--- src/rtl/vebpf_call_client.sv ---
// vebpf_call_client: host-side initiator for the vEBPF core-request port.
// Queues helper calls, issues them one at a time to vebpf_scheduler, waits
// for r0 with a timeout and hands the result back over a valid/ready port.
// Optional build macro: VEBPF_CALL_STATS_EN adds call/timeout/latency counters.
module vebpf_call_client #(
    parameter int FUNCTION_ID_WIDTH = 8,
    parameter int FIFO_DEPTH        = 4,
    parameter int TIMEOUT_CYCLES    = 256
) (
    input  logic                         clk,
    input  logic                         rst,
    input  logic                         call_valid,
    output logic                         call_ready,
    input  logic [FUNCTION_ID_WIDTH-1:0] call_fid,
    input  logic [63:0]                  call_r1,
    input  logic [63:0]                  call_r2,
    input  logic [63:0]                  call_r3,
    output logic                         res_valid,
    input  logic                         res_ready,
    output logic [FUNCTION_ID_WIDTH-1:0] res_fid,
    output logic [63:0]                  res_r0,
    output logic                         res_timeout,
    output logic [FUNCTION_ID_WIDTH-1:0] vebpf_core_req,
    output logic                         vebpf_request,
    output logic [63:0]                  vebpf_r1,
    output logic [63:0]                  vebpf_r2,
    output logic [63:0]                  vebpf_r3,
    input  logic [63:0]                  vebpf_r0,
    input  logic                         vebpf_r0_valid,
    input  logic                         vebpf_core_resp
`ifdef VEBPF_CALL_STATS_EN
    ,
    output logic [31:0]                  stat_calls,
    output logic [15:0]                  stat_timeouts,
    output logic [15:0]                  stat_max_lat
`endif
);

    localparam int ENTRY_W = FUNCTION_ID_WIDTH + 192;
    localparam int PTR_W   = (FIFO_DEPTH > 1) ? $clog2(FIFO_DEPTH) : 1;
    localparam int OCC_W   = $clog2(FIFO_DEPTH + 1);
    localparam int CNT_W   = $clog2(TIMEOUT_CYCLES + 1);

    typedef enum logic [1:0] {
        ST_IDLE,
        ST_ISSUE,
        ST_WAIT,
        ST_HOLD
    } state_t;

    state_t state_reg, state_next;

    logic [ENTRY_W-1:0]           fifo_mem [FIFO_DEPTH];
    logic [PTR_W-1:0]             wr_ptr_reg, rd_ptr_reg;
    logic [OCC_W-1:0]             occ_reg;

    logic [FUNCTION_ID_WIDTH-1:0] core_req_reg;
    logic [63:0]                  r1_reg, r2_reg, r3_reg;
    logic [CNT_W-1:0]             cnt_reg;
    logic [FUNCTION_ID_WIDTH-1:0] res_fid_reg;
    logic [63:0]                  res_r0_reg;
    logic                         res_timeout_reg;
    // Scheduler response flag is kept for observability only.
    logic                         resp_flag_unused_reg;

    logic push, pop, capture, timeout_hit;

    assign call_ready  = (occ_reg != OCC_W'(FIFO_DEPTH));
    assign push        = call_valid && call_ready;
    assign pop         = (state_reg == ST_IDLE) && (occ_reg != '0);
    assign capture     = (state_reg == ST_WAIT) && vebpf_r0_valid;
    // A response on the final WAIT cycle takes priority over the timeout.
    assign timeout_hit = (state_reg == ST_WAIT) && !vebpf_r0_valid &&
                         (cnt_reg == CNT_W'(TIMEOUT_CYCLES - 1));

    assign vebpf_request  = (state_reg == ST_ISSUE);
    assign res_valid      = (state_reg == ST_HOLD);
    assign vebpf_core_req = core_req_reg;
    assign vebpf_r1       = r1_reg;
    assign vebpf_r2       = r2_reg;
    assign vebpf_r3       = r3_reg;
    assign res_fid        = res_fid_reg;
    assign res_r0         = res_r0_reg;
    assign res_timeout    = res_timeout_reg;

    // Call queue storage; no reset so it maps onto RAM.
    always_ff @(posedge clk) begin
        if (push) begin
            fifo_mem[wr_ptr_reg] <= {call_fid, call_r1, call_r2, call_r3};
        end
    end

    // Queue pointers and occupancy; pointers wrap naturally (power-of-two depth).
    always_ff @(posedge clk) begin
        if (rst) begin
            wr_ptr_reg <= '0;
            rd_ptr_reg <= '0;
            occ_reg    <= '0;
        end else begin
            if (push) wr_ptr_reg <= wr_ptr_reg + PTR_W'(1);
            if (pop)  rd_ptr_reg <= rd_ptr_reg + PTR_W'(1);
            case ({push, pop})
                2'b10:   occ_reg <= occ_reg + OCC_W'(1);
                2'b01:   occ_reg <= occ_reg - OCC_W'(1);
                default: occ_reg <= occ_reg;
            endcase
        end
    end

    // Call FSM state register.
    always_ff @(posedge clk) begin
        if (rst) state_reg <= ST_IDLE;
        else     state_reg <= state_next;
    end

    // Next-state logic: one outstanding call at a time.
    always_comb begin
        state_next = state_reg;
        case (state_reg)
            ST_IDLE:  if (occ_reg != '0) state_next = ST_ISSUE;
            ST_ISSUE: state_next = ST_WAIT;
            ST_WAIT:  if (vebpf_r0_valid || timeout_hit) state_next = ST_HOLD;
            ST_HOLD:  if (res_ready) state_next = ST_IDLE;
            default:  state_next = ST_IDLE;
        endcase
    end

    // Request/response datapath: head load (registered RAM read), timeout count, result capture.
    always_ff @(posedge clk) begin
        if (rst) begin
            core_req_reg         <= '0;
            r1_reg               <= '0;
            r2_reg               <= '0;
            r3_reg               <= '0;
            cnt_reg              <= '0;
            res_fid_reg          <= '0;
            res_r0_reg           <= '0;
            res_timeout_reg      <= 1'b0;
            resp_flag_unused_reg <= 1'b0;
        end else begin
            case (state_reg)
                ST_IDLE: begin
                    if (pop) begin
                        {core_req_reg, r1_reg, r2_reg, r3_reg} <= fifo_mem[rd_ptr_reg];
                    end
                end
                ST_ISSUE: cnt_reg <= '0;
                ST_WAIT: begin
                    if (capture) begin
                        res_fid_reg          <= core_req_reg;
                        res_r0_reg           <= vebpf_r0;
                        res_timeout_reg      <= 1'b0;
                        resp_flag_unused_reg <= vebpf_core_resp;
                    end else if (timeout_hit) begin
                        res_fid_reg     <= core_req_reg;
                        res_r0_reg      <= 64'hFFFF_FFFF_FFFF_FFFF;
                        res_timeout_reg <= 1'b1;
                    end else begin
                        cnt_reg <= cnt_reg + CNT_W'(1);
                    end
                end
                default: ;
            endcase
        end
    end

`ifdef VEBPF_CALL_STATS_EN
    logic [31:0] stat_calls_reg;
    logic [15:0] stat_timeouts_reg;
    logic [15:0] stat_max_lat_reg;
    logic [31:0] lat_raw;
    logic [15:0] lat_sat;

    // Latency counts cycles from the request pulse to the response cycle.
    assign lat_raw = 32'(cnt_reg) + 32'd1;
    assign lat_sat = (lat_raw > 32'd65535) ? 16'hFFFF : lat_raw[15:0];

    assign stat_calls    = stat_calls_reg;
    assign stat_timeouts = stat_timeouts_reg;
    assign stat_max_lat  = stat_max_lat_reg;

    // Call statistics counters.
    always_ff @(posedge clk) begin
        if (rst) begin
            stat_calls_reg    <= '0;
            stat_timeouts_reg <= '0;
            stat_max_lat_reg  <= '0;
        end else begin
            if (state_reg == ST_ISSUE) stat_calls_reg <= stat_calls_reg + 32'd1;
            if (timeout_hit && (stat_timeouts_reg != 16'hFFFF))
                stat_timeouts_reg <= stat_timeouts_reg + 16'd1;
            if (capture && (lat_sat > stat_max_lat_reg))
                stat_max_lat_reg <= lat_sat;
        end
    end
`endif

endmodule

--- config.mk ---
export PLATFORM = sky130hd
export DESIGN_NAME = vebpf_call_client
export DESIGN_NICKNAME = d
export VERILOG_FILES = /design/src/rtl/vebpf_call_client.sv
export SDC_FILE = /design/constraint.sdc
export NUM_CORES = 1
export LEC_CHECK = 0
export CORE_MARGIN = 5
export CORE_UTILIZATION = 45
export DETAILED_ROUTE_END_ITERATION = 8
export GPL_ROUTABILITY_DRIVEN = 0
export GPL_TIMING_DRIVEN = 0
export HOLD_SLACK_MARGIN = 0.03
export PLACE_DENSITY = 0.66
export SETUP_SLACK_MARGIN = 0.15
export SYNTH_ARGS = -nofsm -noshare
export SYNTH_HDL_FRONTEND = slang
export SYNTH_SLANG_ARGS = --single-unit
--- constraint.sdc ---
create_clock -name clk -period 14.9 [get_ports clk]
set_input_delay 2.98 -clock clk [delete_from_list [all_inputs] [get_ports clk]]
set_output_delay 2.98 -clock clk [all_outputs]
set_load 0.02 [all_outputs]
==> impl_metrics.py, run 1 <==
metrics = {
    "min_path": {
        "whs_path_depth": 2,
        "hold_path_class": "reg2reg",
    },
    "critical_path": {
        "critPathCaptureType": "output pin",
        "required_ns": 11.92,
        "reg2reg_depth": 6,
        "startpoint_type": "flip-flop",
        "crit_path_max_fanout": 10,
        "path_class": "reg2out",
        "arrival_ns": 2.32,
    },
    "routing": {
        "viasPerCell": 5.42,
        "finalWirelength_um": 94200,
        "drc": 0,
        "first_pass_iters": 6,
        "ant_nets": 0,
        "num_vias": 20208,
        "drtIter0Drc": 1408,
        "wire_per_inst_um": 25.3,
    },
    "synth": {
        "synth_top_family_by_area": "multiplexers",
        "yosys.area_share.simple": 0.00750,
        "synth_edf_count": 800,
        "synth-xor-area-share": 0.000912,
        "syn_area_mm2": 0.0384,
        "syn-num-nets": 2084,
        "synth_mux_area_frac": 0.117,
        "yosysSeqAreaShare": 0.777,
        "synth_fa_ha_area_frac": 0.00443,
        "syn_inst": 1801,
        "yosys_warnings": 0,
        "ys_dominant_reg_cell": "edfxtp_1",
        "ys_types": 38,
        "synth_compound_area_frac": 0.0717,
        "ys_ff_latch": 1091,
        "async_flop_share": 0,
        "syn_avg_cell_area_um2": 21.3,
    },
    "layout": {
        "drive_above_1_share": 0.214,
        "final_util": 0.581,
        "largest_reg_flops": 800,
        "largest_register": "fifo_mem",
        "final_nets": 2755,
        "stdcell_count": 3726,
        "fin_area_mm2": 0.0493,
        "layout_common_cells": "edfxtp_1 (800), clkdlybuf4s50_1 (542), dfxtp_1 (291), mux4_2 (200), a22o_1 (200)",
        "layout_commonest_cell": "edfxtp_1",
        "area_growth_pct": 28.3,
    },
    "timing": {
        "setup_viol": 0,
        "timing.hold.ws_ns": 0.467,
        "skew_ns": 0.0541,
        "fin_ws_ns": 9.60,
        "period_share": 0.356,
        "clock.fmax_mhz": 189,
        "rsz0062_at_grt": "false",
        "report.final.hold_viol_count": 0,
        "slew_violations": 0,
        "setup_tns_ns": 0,
        "tightest_slew_ns": 1.44,
        "fin_crit_ns": 5.30,
        "maxSlewHeadroom": 0.0369,
    },
    "clock_tree": {
        "cts_buffer_depth": 3,
        "cts-resized-gates": 0,
        "hold_buffers": 0,
        "htree_levels": 3,
        "root_buffer": "clkbuf_16",
        "clkTransAtPathRegs_ns": 0.06,
        "clk_latency_ns": 0.68,
        "numClockSinks": 1091,
        "numCtsBuffers": 111,
        "post_cts_buffers": 0,
        "cts_tree": "done",
    },
    "pwr": {
        "vdd_ir_drop_max_uv": 125,
        "p_total_mw": 9.00,
        "p_leak_nw": 16.4,
        "power_density_mw_per_mm2": 183,
    },
    "grt": {
        "track_usage": 0.202,
        "grt_max_degree": 54,
        "grt_pass1_vias": 21453,
        "grt_pass1_wl_um": 138000,
        "antenna_found_initial": 18,
        "overflow": 0,
    },
    "die": {
        "initial_utilization": 0.452,
        "core.rowCount": 107,
        "io_pins": 546,
        "dieHeight_um": 302,
        "die_w_um": 302,
        "core-area_mm2": 0.0849,
        "dieArea_mm2": 0.0913,
    },
    "placement": {
        "place.detailed.hpwl_um": 62800,
        "dpl_cell_area_mm2": 0.0457,
        "place_inst": 3503,
        "portBuffers": 542,
        "pre_cts_ws_ns": 9.55,
    },
    "flow_run": {
        "maxCapViolCount": 0,
    },
    "outcome": {
        "outcome": "finished clean",
    },
}
-- per-layer routing --
metal / routed length (um) / global-route usage
met4: 2480 / 0.0601
met5: 108 / 0
met1: 35900 / 0.245
met2: 47600 / 0.348
met3: 8150 / 0.0640
-- cell families after synthesis --
kind of cell    after synthesis
compound gates              307
xor+xnor                      4
fa+ha+maj                    13
buf+inv                     131
flops                      1091
mux                         200
simple gates                 55
-- worst paths after layout --
check	slack [ns]	start	endpoint
setup / recovery	9.60	occ_reg[2]	call_ready
hold / removal	0.47	res_fid[1]	res_fid[1]
setup reg to reg	12.14	occ_reg[0]	fifo_mem[0][128]
hold reg to reg	0.47	res_fid[1]	res_fid[1]
-- cells in the mapped netlist (4+ instances only) --
cell      instances  share of area
or4_1             7         0.0014
nand2_1          19         0.0019
a21oi_1          16         0.0021
a22o_1          200          0.046
ha_1             12         0.0039
o31ai_1           5        0.00098
nand3_1           5        0.00065
edfxtp_1        800           0.63
a221oi_1          6         0.0014
nor2_1            8        0.00078
dfxtp_1         291           0.15
o21ai_0           5        0.00065
clkbuf_1         14         0.0014
buf_6            23         0.0067
buf_4            15         0.0029
o221a_2          64          0.019
inv_1            13         0.0013
and3_1            4        0.00065
buf_1             5        0.00049
mux4_2          200           0.12
buf_2            61         0.0080
-- cell type report --
cell class                      count  area [um^2]
Fill cell                        6398        35600
Sequential cell                  1091        29800
Clock buffer                      161         3100
Timing Repair Buffer              558         5870
Buffer                            118          748
Clock inverter                     51          443
Tap cell                         1144         1430
Inverter                           13         48.8
Antenna cell                       11         27.5
Multi-Input combinational cell    579         7770
-- worst max-delay path, stage by stage, from the launching register on --
cell and delay, ns:
dfxtp_1 0.41, or3b_2 0.45, buf_2 0.19, clkdlybuf4s50_1 0.60
-- power by group --
part / total (mW) / switching (mW) / internal [mW]
Sequential: 3.90 / 0.203 / 3.70
Clock: 2.65 / 1.14 / 1.51
Combinational: 2.45 / 1.26 / 1.19
Total: 9.00 / 2.60 / 6.40
(Power assumes the default switching activity.)
==> inputs of run 2 (changes only) <==
Clock period 14.9 ns to 4.9 ns, I/O delays scaled along.
==> impl_metrics.py, run 2 (synthesis gave the netlist of run 1 again) <==
metrics = {
    "outcome": {
        "outcome": "finished, violations left",
        "failed_checks": "DRC",
    },
    "critical_path": {
        "path_class": "reg2out",
        "crit_path_max_fanout": 10,
        "cp_slowest_cell": "clkdlybuf4s50_1",
        "arrival_ns": 2.32,
        "critPathCaptureType": "output pin",
        "required_ns": 3.92,
        "path_cells": "or3b_2, buf_2, clkdlybuf4s50_1",
        "cp_top_family": "buffers and inverters",
        "crit_buf_inv": 2,
        "critPathMaxStageDelay_ns": 0.61,
        "startpoint_type": "flip-flop",
    },
    "layout": {
        "drive_above_1_share": 0.215,
        "largest_register": "fifo_mem",
        "layout_common_cells": "edfxtp_1 (800), clkdlybuf4s50_1 (542), dfxtp_1 (291), mux4_2 (200), a22o_1 (200)",
        "layout_commonest_cell": "edfxtp_1",
        "final_nets": 2751,
        "final_util": 0.580,
        "multi_input_area_mm2": 0.00777,
        "largest_reg_flops": 800,
        "n_fill_cell": 6365,
        "regArea_mm2": 0.0298,
        "area_growth_pct": 28.3,
    },
    "routing": {
        "ant_nets": 0,
        "finalWirelength_um": 91500,
        "wire_per_inst_um": 24.6,
        "drc": 2,
        "num_vias": 20233,
        "drtIter0Drc": 1243,
        "viasPerCell": 5.44,
        "first_pass_iters": 7,
    },
    "clock_tree": {
        "hold_buffers": 0,
        "cts-resized-gates": 0,
        "cts_buffer_depth": 3,
        "numClockSinks": 1091,
        "clkTransAtPathRegs_ns": 0.06,
        "cts_tree": "done",
        "htree_levels": 3,
        "post_cts_buffers": 0,
        "clk_latency_ns": 0.67,
        "root_buffer": "clkbuf_16",
        "numCtsBuffers": 110,
    },
    "timing": {
        "report.final.hold_viol_count": 0,
        "timing.hold.ws_ns": 0.462,
        "slew_violations": 0,
        "clock.fmax_mhz": 303,
        "maxSlewHeadroom": 0.0707,
        "period_share": 0.674,
        "fin_crit_ns": 3.30,
        "skew_ns": 0.0313,
        "setup_viol": 0,
        "rsz0062_at_grt": "false",
        "tightest_slew_ns": 1.38,
    },
    "die": {
        "core.rowCount": 107,
        "dieHeight_um": 302,
        "die_w_um": 302,
        "core-area_mm2": 0.0849,
        "initial_utilization": 0.452,
        "io_pins": 546,
        "dieArea_mm2": 0.0913,
    },
    "grt": {
        "grt_max_degree": 54,
        "met3_usage": 0.0585,
        "grtUsageMet1": 0.246,
        "overflow": 0,
        "track_usage": 0.196,
        "use_met2": 0.330,
        "grt_pass1_wl_um": 135000,
        "antenna_found_initial": 23,
        "grt_busiest_layer": "met2",
        "grt_pass1_vias": 21302,
    },
    "placement": {
        "portBuffers": 542,
        "place.detailed.hpwl_um": 60300,
    },
    "pwr": {
        "power_density_mw_per_mm2": 556,
        "vdd_ir_drop_max_uv": 405,
        "p_leak_nw": 16.4,
    },
    "min_path": {
        "hold_path_class": "reg2reg",
    },
    "flow_run": {
        "maxCapViolCount": 0,
    },
}
## run 2: cell types whose count changed in the layout (fill, tap and decap cells not counted), sizes merged
| cell | delta |
|---|---|
| bufinv | +1 |
| clkbuf | +2 |
| clkinv | -12 |
| diode | +2 |
| buf | -3 |
| clkinvlp | +4 |
| inv | +1 |
## run 2: worst paths after layout
| kind | from | endpoint | slack [ns] | depth (start not counted) |
|---|---|---|---|---|
| hold / removal | res_fid[2] | res_fid[2] | 0.46 | 2 |
| hold reg to reg | res_fid[2] | res_fid[2] | 0.46 | 2 |
| setup reg to reg | occ_reg[0] | fifo_mem[0][115] | 2.17 | 5 |
| setup / recovery | occ_reg[2] | call_ready | 1.60 | 3 |
## run 2: power breakdown
group	total, mW	internal, mW	switching, mW
Combinational	7.38	3.61	3.77
Clock	8.14	4.72	3.42
Sequential	11.9	11.2	0.619
## run 2: worst min-delay path: stages (launching register included)
cell and delay (ns):
dfxtp_1 0.31, nand2_1 0.05, a21oi_1 0.05
## run 2: stage by stage
step / TNS, ns / cells / setup WS, ns / power (mW) / area [um^2]
2_1_floorplan: 0 / 1801 / 0.762 / 16.3 / 38400
3_3_place_gp: -1148.86 / 3487 / -1.47 / 19.5 / 45300
3_5_place_dp: 0 / 3500 / 1.54 / 19.6 / 45600
4_1_cts: 0 / 3708 / 1.54 / 27.8 / 49200
5_1_grt: 0 / 3714 / 1.51 / 28.6 / 49200
6_report: 0 / 3721 / 1.60 / 27.4 / 49200
## run 2: final cells by class
type	count	share of cell area
Clock buffer	163	0.0646
Multi-Input combinational cell	579	0.158
Timing Repair Buffer	555	0.117
Antenna cell	13	0.000661
Inverter	13	0.000991
Buffer	118	0.0152
Sequential cell	1091	0.606
Clock inverter	45	0.00811
Tap cell	1144	0.0291
## run 2: routing by layer
| metal | share of wire | up-vias |
|---|---|---|
| met5 | 0.0014 | - |
| met4 | 0.027 | 18 |
| met3 | 0.081 | 160 |
| met2 | 0.50 | 695 |
| met1 | 0.39 | 10419 |
| li1 | - | 8941 |
